===== config.mk =====
export PLATFORM = sky130hd
export DESIGN_NAME = al_accel_cfg_ctrl
export DESIGN_NICKNAME = d
export VERILOG_FILES = /design/src/rtl/al_accel_cfg_pkg.sv /design/src/rtl/al_accel_cfg_regbank.sv /design/src/rtl/al_accel_cfg_ctrl.sv
export SDC_FILE = /design/constraint.sdc
export NUM_CORES = 2
export LEC_CHECK = 0
export CAP_MARGIN = 25
export CORE_ASPECT_RATIO = 1.1
export CORE_MARGIN = 1
export CORE_UTILIZATION = 45
export CTS_CLUSTER_SIZE = 12
export DETAILED_ROUTE_END_ITERATION = 10
export DONT_BUFFER_PORTS = 1
export PLACE_DENSITY = 0.73
export SLEW_MARGIN = 25
export SYNTH_ARGS = -nofsm -noshare
export SYNTH_HDL_FRONTEND = slang
export SYNTH_SLANG_ARGS = --single-unit

===== constraint.sdc =====
create_clock -name clk -period 8.5 [get_ports clk]
set_clock_uncertainty 0.15 [all_clocks]
set_input_delay 2.125 -clock clk [delete_from_list [all_inputs] [get_ports clk]]
set_output_delay 2.125 -clock clk [all_outputs]
set_load 0.01 [all_outputs]

===== src/rtl/al_accel_cfg_pkg.sv =====
// Shared definitions for the layer-configuration front end: register map,
// CTRL/STATUS bit positions, FSM encoding and layer-type codes.
package al_accel_cfg_pkg;

  localparam logic [31:0] OFF_CTRL   = 32'h00;
  localparam logic [31:0] OFF_STATUS = 32'h04;
  localparam logic [31:0] OFF_K3D    = 32'h30;
  localparam logic [31:0] OFF_SIZE2D = 32'h34;

  // Word indices of the plain RW config words (byte offset = index * 4)
  localparam int W_IBASE  = 2;
  localparam int W_KWBASE = 3;
  localparam int W_OBASE  = 4;
  localparam int W_BBASE  = 5;
  localparam int W_PSBASE = 6;
  localparam int W_LAYER  = 7;
  localparam int W_KSIZE  = 8;
  localparam int W_DEPTH  = 9;
  localparam int W_IFM    = 10;
  localparam int W_OFM    = 11;

  localparam int CTRL_START    = 0;
  localparam int CTRL_IRQ_EN   = 1;
  localparam int CTRL_DONE_CLR = 2;

  localparam int STAT_BUSY = 0;
  localparam int STAT_DONE = 1;
  localparam int STAT_ERR  = 2;

  localparam logic [3:0] LT_CONV   = 4'd0;
  localparam logic [3:0] LT_DWCONV = 4'd1;
  localparam logic [3:0] LT_POOL   = 4'd2;
  localparam logic [3:0] LT_FC     = 4'd3;

  typedef enum logic [2:0] {
    ST_IDLE,
    ST_PRE_KWH,
    ST_PRE_K3D,
    ST_PRE_IN,
    ST_PRE_OUT,
    ST_RUN,
    ST_DONE
  } state_e;

endpackage


===== src/rtl/al_accel_cfg_regbank.sv =====
// Word-addressed register bank: address decode, RW config words, CTRL pulses
// and the registered read mux.
module al_accel_cfg_regbank
  import al_accel_cfg_pkg::*;
#(
  parameter int ADDR_W = 6
) (
  input  logic              clk,
  input  logic              resetn,
  input  logic [ADDR_W-1:0] cfg_addr,
  input  logic              cfg_wenb,
  input  logic [31:0]       cfg_wdata,
  input  logic              cfg_renb,
  output logic [31:0]       cfg_rdata,
  output logic              cfg_rvalid,
  input  logic              busy,
  input  logic              done,
  input  logic              err,
  input  logic [31:0]       k3d,
  input  logic [15:0]       in2d,
  input  logic [15:0]       out2d,
  output logic              start_pls,
  output logic              done_clr_pls,
  output logic              irq_en,
  output logic [31:0]       i_base_addr,
  output logic [31:0]       kw_base_addr,
  output logic [31:0]       o_base_addr,
  output logic [31:0]       b_base_addr,
  output logic [31:0]       ps_base_addr,
  output logic [3:0]        cfg_layer_typ,
  output logic [3:0]        stride_width,
  output logic [3:0]        stride_height,
  output logic [15:0]       weight_kernel_patch_width,
  output logic [15:0]       weight_kernel_patch_height,
  output logic [15:0]       kernel_ifm_depth,
  output logic [15:0]       nok_ofm_depth,
  output logic [15:0]       ifm_width,
  output logic [15:0]       ifm_height,
  output logic [15:0]       ofm_width,
  output logic [15:0]       ofm_height
);

  logic [31:0] baddr;
  logic        wr_ctrl;
  logic        unused_addr_lsb;
  logic [31:0] word_q [W_IBASE:W_OFM];
  logic [31:0] word_d [W_IBASE:W_OFM];
  logic        irq_en_q, irq_en_d;
  logic [31:0] rdata_q, rdata_d;
  logic        rvalid_q, rvalid_d;

  assign baddr           = 32'({cfg_addr[ADDR_W-1:2], 2'b00});
  assign unused_addr_lsb = ^cfg_addr[1:0];
  assign wr_ctrl         = cfg_wenb && (baddr == OFF_CTRL);
  assign start_pls       = wr_ctrl && cfg_wdata[CTRL_START];
  assign done_clr_pls    = wr_ctrl && cfg_wdata[CTRL_DONE_CLR];

  always_comb begin
    irq_en_d = irq_en_q;
    if (wr_ctrl) irq_en_d = cfg_wdata[CTRL_IRQ_EN];
    // Layer config is frozen while a run is in flight
    for (int i = W_IBASE; i <= W_OFM; i++) begin
      word_d[i] = word_q[i];
      if (cfg_wenb && !busy && (baddr == 32'(i * 4)))
        word_d[i] = (i == W_LAYER) ? {20'b0, cfg_wdata[11:0]} : cfg_wdata;
    end
    rvalid_d = cfg_renb;
    rdata_d  = rdata_q;
    if (cfg_renb) begin
      rdata_d = '0;
      case (baddr)
        OFF_CTRL:   rdata_d[CTRL_IRQ_EN] = irq_en_q;
        OFF_STATUS: begin
          rdata_d[STAT_BUSY] = busy;
          rdata_d[STAT_DONE] = done;
          rdata_d[STAT_ERR]  = err;
        end
        OFF_K3D:    rdata_d = k3d;
        OFF_SIZE2D: rdata_d = {out2d, in2d};
        default: begin
          for (int i = W_IBASE; i <= W_OFM; i++)
            if (baddr == 32'(i * 4)) rdata_d = word_q[i];
        end
      endcase
    end
  end

  always_ff @(posedge clk) begin
    if (!resetn) begin
      irq_en_q <= 1'b0;
      rdata_q  <= '0;
      rvalid_q <= 1'b0;
      for (int i = W_IBASE; i <= W_OFM; i++) word_q[i] <= '0;
    end else begin
      irq_en_q <= irq_en_d;
      rdata_q  <= rdata_d;
      rvalid_q <= rvalid_d;
      for (int i = W_IBASE; i <= W_OFM; i++) word_q[i] <= word_d[i];
    end
  end

  assign cfg_rdata                  = rdata_q;
  assign cfg_rvalid                 = rvalid_q;
  assign irq_en                     = irq_en_q;
  assign i_base_addr                = word_q[W_IBASE];
  assign kw_base_addr               = word_q[W_KWBASE];
  assign o_base_addr                = word_q[W_OBASE];
  assign b_base_addr                = word_q[W_BBASE];
  assign ps_base_addr               = word_q[W_PSBASE];
  assign cfg_layer_typ              = word_q[W_LAYER][3:0];
  assign stride_width               = word_q[W_LAYER][7:4];
  assign stride_height              = word_q[W_LAYER][11:8];
  assign weight_kernel_patch_width  = word_q[W_KSIZE][15:0];
  assign weight_kernel_patch_height = word_q[W_KSIZE][31:16];
  assign kernel_ifm_depth           = word_q[W_DEPTH][15:0];
  assign nok_ofm_depth              = word_q[W_DEPTH][31:16];
  assign ifm_width                  = word_q[W_IFM][15:0];
  assign ifm_height                 = word_q[W_IFM][31:16];
  assign ofm_width                  = word_q[W_OFM][15:0];
  assign ofm_height                 = word_q[W_OFM][31:16];

endmodule


===== src/rtl/al_accel_cfg_ctrl.sv =====
// Layer-config and run-control front end: register bank, size pre-computation
// on one shared multiplier, and the run FSM that drives the flow controller.
module al_accel_cfg_ctrl
  import al_accel_cfg_pkg::*;
#(
  parameter int ADDR_W           = 6,
  parameter bit PRECAL_SKIP_ZERO = 1'b1
) (
  input  logic              clk,
  input  logic              resetn,
  input  logic [ADDR_W-1:0] cfg_addr,
  input  logic              cfg_wenb,
  input  logic [31:0]       cfg_wdata,
  input  logic              cfg_renb,
  output logic [31:0]       cfg_rdata,
  output logic              cfg_rvalid,
  output logic [31:0]       i_base_addr,
  output logic [31:0]       kw_base_addr,
  output logic [31:0]       o_base_addr,
  output logic [31:0]       b_base_addr,
  output logic [31:0]       ps_base_addr,
  output logic [3:0]        cfg_layer_typ,
  output logic [3:0]        stride_width,
  output logic [3:0]        stride_height,
  output logic [15:0]       weight_kernel_patch_width,
  output logic [15:0]       weight_kernel_patch_height,
  output logic [15:0]       kernel_ifm_depth,
  output logic [15:0]       nok_ofm_depth,
  output logic [15:0]       ifm_width,
  output logic [15:0]       ifm_height,
  output logic [15:0]       ofm_width,
  output logic [15:0]       ofm_height,
  output logic [31:0]       kernel3D_size,
  output logic [15:0]       input2D_size,
  output logic [15:0]       output2D_size,
  output logic              flow_enb,
  output logic              flow_soft_resetn,
  input  logic              flow_cal_fin,
  output logic              irq
);

  state_e      state_q, state_d;
  logic        busy_q, busy_d, done_q, done_d, err_q, err_d, irq_q, irq_d;
  logic [31:0] tmp32_q, tmp32_d, k3d_q, k3d_d;
  logic [15:0] in2d_q, in2d_d, out2d_q, out2d_d;
  logic [31:0] mul_a, mul_b, mul_lo;
  logic        start_pls, done_clr_pls, irq_en;

  al_accel_cfg_regbank #(.ADDR_W(ADDR_W)) u_regbank (
    .clk                        (clk),
    .resetn                     (resetn),
    .cfg_addr                   (cfg_addr),
    .cfg_wenb                   (cfg_wenb),
    .cfg_wdata                  (cfg_wdata),
    .cfg_renb                   (cfg_renb),
    .cfg_rdata                  (cfg_rdata),
    .cfg_rvalid                 (cfg_rvalid),
    .busy                       (busy_q),
    .done                       (done_q),
    .err                        (err_q),
    .k3d                        (k3d_q),
    .in2d                       (in2d_q),
    .out2d                      (out2d_q),
    .start_pls                  (start_pls),
    .done_clr_pls               (done_clr_pls),
    .irq_en                     (irq_en),
    .i_base_addr                (i_base_addr),
    .kw_base_addr               (kw_base_addr),
    .o_base_addr                (o_base_addr),
    .b_base_addr                (b_base_addr),
    .ps_base_addr               (ps_base_addr),
    .cfg_layer_typ              (cfg_layer_typ),
    .stride_width               (stride_width),
    .stride_height              (stride_height),
    .weight_kernel_patch_width  (weight_kernel_patch_width),
    .weight_kernel_patch_height (weight_kernel_patch_height),
    .kernel_ifm_depth           (kernel_ifm_depth),
    .nok_ofm_depth              (nok_ofm_depth),
    .ifm_width                  (ifm_width),
    .ifm_height                 (ifm_height),
    .ofm_width                  (ofm_width),
    .ofm_height                 (ofm_height)
  );

  // One multiplier, operands selected by the pre-computation step; the
  // product is kept to 32 bits so every size wraps rather than saturates.
  always_comb begin
    mul_a = '0;
    mul_b = '0;
    case (state_q)
      ST_PRE_KWH: begin
        mul_a = {16'b0, weight_kernel_patch_width};
        mul_b = {16'b0, weight_kernel_patch_height};
      end
      ST_PRE_K3D: begin
        mul_a = tmp32_q;
        mul_b = {16'b0, kernel_ifm_depth};
      end
      ST_PRE_IN: begin
        mul_a = {16'b0, ifm_width};
        mul_b = {16'b0, ifm_height};
      end
      ST_PRE_OUT: begin
        mul_a = {16'b0, ofm_width};
        mul_b = {16'b0, ofm_height};
      end
      default: ;
    endcase
  end

  assign mul_lo = mul_a * mul_b;

  always_comb begin
    state_d = state_q;
    busy_d  = busy_q;
    done_d  = done_q;
    err_d   = err_q;
    tmp32_d = tmp32_q;
    k3d_d   = k3d_q;
    in2d_d  = in2d_q;
    out2d_d = out2d_q;
    if (done_clr_pls) begin
      done_d = 1'b0;
      err_d  = 1'b0;
    end
    case (state_q)
      ST_IDLE, ST_DONE: begin
        state_d = ST_IDLE;
        if (start_pls) begin
          state_d = ST_PRE_KWH;
          busy_d  = 1'b1;
          done_d  = 1'b0;
          err_d   = 1'b0;
        end
      end
      ST_PRE_KWH: begin
        tmp32_d = mul_lo;
        state_d = ST_PRE_K3D;
      end
      ST_PRE_K3D: begin
        k3d_d   = mul_lo;
        state_d = ST_PRE_IN;
      end
      ST_PRE_IN: begin
        in2d_d  = mul_lo[15:0];
        state_d = ST_PRE_OUT;
      end
      ST_PRE_OUT: begin
        out2d_d = mul_lo[15:0];
        state_d = ST_RUN;
        // out2D is still being produced here, so test the fresh product
        if (PRECAL_SKIP_ZERO &&
            ((k3d_q == '0) || (in2d_q == '0) || (mul_lo[15:0] == '0))) begin
          state_d = ST_DONE;
          busy_d  = 1'b0;
          done_d  = 1'b1;
          err_d   = 1'b1;
        end
      end
      ST_RUN: begin
        if (flow_cal_fin) begin
          state_d = ST_DONE;
          busy_d  = 1'b0;
          done_d  = 1'b1;
        end
      end
      default: state_d = ST_IDLE;
    endcase
    irq_d = done_q & irq_en;
  end

  always_ff @(posedge clk) begin
    if (!resetn) begin
      state_q <= ST_IDLE;
      busy_q  <= 1'b0;
      done_q  <= 1'b0;
      err_q   <= 1'b0;
      irq_q   <= 1'b0;
      tmp32_q <= '0;
      k3d_q   <= '0;
      in2d_q  <= '0;
      out2d_q <= '0;
    end else begin
      state_q <= state_d;
      busy_q  <= busy_d;
      done_q  <= done_d;
      err_q   <= err_d;
      irq_q   <= irq_d;
      tmp32_q <= tmp32_d;
      k3d_q   <= k3d_d;
      in2d_q  <= in2d_d;
      out2d_q <= out2d_d;
    end
  end

  assign flow_enb         = (state_q == ST_RUN);
  assign flow_soft_resetn = !((state_q == ST_PRE_KWH) || (state_q == ST_PRE_K3D) ||
                              (state_q == ST_PRE_IN)  || (state_q == ST_PRE_OUT));
  assign irq              = irq_q;
  assign kernel3D_size    = k3d_q;
  assign input2D_size     = in2d_q;
  assign output2D_size    = out2d_q;

endmodule


==> results.json <==
{
  "clk_pin_slew_worst_paths_ns": 0.07,
  "synth-main-ff-cell": "dfxtp_1",
  "synth_adder_area_share_pct": 23.36,
  "worstSetupEndpointType": "register",
  "insertion_delay_ns": 0.57,
  "min_to": "tmp32_q[20]",
  "drive_gt1_share_pct": 6.148,
  "synth_edf_count": 0,
  "synthCells": 3683,
  "cts.path.max_buffers": 3,
  "cts_tree": "done",
  "synthXorXnorAreaFrac_pct": 1.584,
  "grt_pass1_vias": 25955,
  "overflow": 0,
  "place_congestion": 0.9873,
  "reg2reg_depth": 26,
  "synthToLayoutAreaGrowth_pct": 7.205,
  "rsz0062_at_grt": "no",
  "ys_warn_count": 0,
  "rows": 98,
  "io_pins": 443,
  "critPathMostFrequentCell": "fa_1",
  "min_period_ns": 8.091,
  "worstPathArrival_ns": 8.44,
  "ys_seq_area_share_pct": 29.53,
  "combPwrFrac_pct": 5.1,
  "grt_pass1_wl_um": 175500,
  "power.switching_mw": 1.037,
  "synth_area_leaders": "dfxtp_1 (30%), fa_1 (21%), nand2_1 (13%)",
  "finalMaxSlewViolations": 0,
  "synthMuxAreaShare_pct": 0.6926,
  "vias": 27480,
  "reg2reg_from": "state_q[2]",
  "grt_max_degree": 196,
  "synth_seq_cells": 437,
  "yosysTopAreaCell": "dfxtp_1",
  "status": "finished, violations left",
  "period_share_pct": 95.19,
  "drt_iter0_drc": 3536,
  "grt_usage_pct": 35.18,
  "fmax_mhz": 123.6,
  "r2r_slack_ns": 0.41,
  "regArea_um2": 8752,
  "drt-pass1-iter-count": 10,
  "wl_per_cell_um": 27.14,
  "syn_area_um2": 29630,
  "hold_viol": 0,
  "cap_violations": 0,
  "worstSetupPathType": "register to register",
  "fillCellCount": 6183,
  "hold_start": "tmp32_q[20]",
  "wl_um": 119800,
  "ir_worst_vdd_mv": 0.1731,
  "antenna_found_initial": 2,
  "hold_buffers": 0,
  "initial_core_util_pct": 45.50,
  "die_width_um": 246.6,
  "vias_per_cell": 6.224,
  "synth-async-reset-ratio_pct": 0,
  "htreeDepth": 2,
  "power_mw": 4.146,
  "worstHoldPathCells": 2,
  "drc": 20,
  "crit_family": "adder cells",
  "p_clk_share_pct": 43.3,
  "avgSynthCellArea_um2": 8.044,
  "power_density_nw_per_um2": 130.5,
  "p_leak_nw": 10.80,
  "max_stage_delay_ns": 0.56,
  "start_kind": "register",
  "die-area_um2": 66870,
  "synth-simple-area-share_pct": 19.98,
  "setup_viol": 0,
  "syn-num-nets": 4096,
  "dp_hpwl_um": 91040,
  "crit_required_ns": 8.85,
  "crit_fanout": 29,
  "ys_types": 79,
  "fp.dieH_um": 271.1,
  "cpMaxStageDelayCell": "and2_2",
  "internal_power_mw": 3.109,
  "cts.sinks": 437,
  "finalSetupTns_ns": 0,
  "reg2reg_to": "kernel3D_size[31]",
  "synth_top_family_by_area": "adder cells",
  "port_buffers": 0,
  "relSlewSlack_pct": 28.23,
  "yosysTopAreaCellShare_pct": 29.53,
  "hold_class": "register to register",
  "crit_buf_inv": 7,
  "synth-compound-area-share_pct": 17.32,
  "drtAntennaViolNets": 0,
  "cts-root-buf": "clkbuf_16",
  "hold_slack_ns": 0.3046,
  "sw_frac_of_total_pct": 25.00,
  "seq_power_share_pct": 51.7,
  "cts-buffers-inserted": 43,
  "nets": 3964,
  "multiInputGateArea_um2": 18730,
  "core_area_um2": 65110,
  "tightest_slew_ns": 1.071,
  "violations": "DRC"
}
synthesized netlist by cell type, drive strengths merged, types with 16 or more instances:
cell,instances
nand3,58
xnor2,34
a41oi,20
a22o,20
buf,25
a22oi,111
o21ai,60
a31oi,27
fa,304
inv,277
a21o,18
mux2i,16
dfxtp,437
and2,36
nor2b,16
ha,66
a21oi,427
clkbuf,276
a222oi,25
a221oi,21
nand2,1026
nor2,175
and3,16
sequential cells by signal, indices dropped and copies added, names as in the netlist:
signal                flops
u_regbank.word_q        300
kernel3D_size            32
tmp32_q                  32
u_regbank.cfg_rdata      32
input2D_size             16
output2D_size            16
state_q                   3
busy_q                    1
done_q                    1
err_q                     1
irq                       1
u_regbank.cfg_rvalid      1
u_regbank.irq_en          1
worst max-delay path by stage:
stage | from | to | depth (start not counted)
2_1_floorplan | state_q[2] | kernel3D_size[24] | 30
3_3_place_gp | state_q[0] | tmp32_q[24] | 25
3_5_place_dp | state_q[0] | tmp32_q[24] | 25
4_1_cts | state_q[0] | kernel3D_size[24] | 25
5_1_grt | state_q[2] | kernel3D_size[24] | 30
6_report | state_q[2] | kernel3D_size[31] | 26
cells in the final DEF (no fill, tap or decap), types with 18 or more instances in the layout:
cell type / Yosys / routed
nand2_1: 1025 / 1024
dfxtp_1: 437 / 434
a21oi_1: 427 / 427
fa_1: 304 / 304
inv_1: 276 / 276
nor2_1: 174 / 170
buf_4: 2 / 119
a22oi_1: 109 / 109
ha_1: 66 / 66
nand3_1: 58 / 58
o21ai_0: 58 / 58
clkbuf_16: 0 / 45
and2_1: 36 / 35
xnor2_1: 33 / 33
a31oi_1: 27 / 27
a222oi_1: 25 / 25
a221oi_1: 21 / 21
a22o_1: 20 / 20
a41oi_1: 20 / 20
a21o_1: 18 / 18
worst register-to-register path: stages (launching register included):
cell      delay [ns]
dfxtp_2         0.39
buf_4           0.18
inv_1           0.07
buf_4           0.21
and2_2          0.56
a221o_1         0.50
o21ai_0         0.46
fa_1            0.57
fa_1            0.48
inv_1           0.05
fa_1            0.53
inv_1           0.06
fa_1            0.46
fa_1            0.50
inv_1           0.05
fa_1            0.44
ha_1            0.36
nand3_1         0.19
nor2_1          0.07
a221oi_1        0.29
buf_4           0.20
a211o_1         0.26
a21o_1          0.18
a21oi_1         0.07
a211o_1         0.30
a211o_1         0.29
a31oi_1         0.16
power by group through the flow:
| stage | clock (mW) | sequential [mW] | combinational (mW) |
|---|---|---|---|
| after floorplan | 0 | 2.16 | 0.171 |
| after global placement | 0 | 2.18 | 0.197 |
| after detailed placement | 0 | 2.18 | 0.199 |
| after CTS | 1.79 | 2.14 | 0.200 |
| after global routing | 1.86 | 2.14 | 0.221 |
| final | 1.79 | 2.14 | 0.209 |
per-layer routing:
| metal | wire, um | vias up | global-route usage (%) |
|---|---|---|---|
| met5 | 13 | - | 0 |
| met4 | 10240 | 2 | 24.66 |
| met3 | 16190 | 479 | 11.96 |
| met2 | 52270 | 1854 | 53.50 |
| met1 | 41140 | 13298 | 41.51 |
| li1 | - | 11847 | - |
area by class of cell:
cell class	count	area share, %
tap	850	3.349
clock buffer	51	3.616
multi-input combinational	2668	58.97
sequential	437	27.56
timing repair buffer	123	2.970
inverter	278	3.309
antenna	3	0.02364
clock inverter	5	0.2049
cells by family after synthesis:
| logic type | Yosys count |
|---|---|
| compound gates | 809 |
| mux | 20 |
| xor+xnor | 48 |
| buf+inv | 579 |
| simple gates | 1419 |
| fa+ha+maj | 371 |
| flops | 437 |
stage by stage:
stage | cell area, um^2 | std cells | worst slack, ns | util, %
after floorplan | 29630 | 3683 | 0.2666 | -
after global placement | 30500 | 4352 | 0.4235 | 46.84
after detailed placement | 30500 | 4353 | 0.3283 | 46.85
after CTS | 31720 | 4409 | 0.2779 | 48.71
after global routing | 31750 | 4412 | 0.01131 | 48.77
final | 31760 | 4415 | 0.4088 | 48.78
repair_timing:
action,CTS,global route
gates resized for setup,0,7
buffers inserted,0,1
endpoints found under the setup margin,0,17
Note: power is estimated with default switching activity, not from simulation.
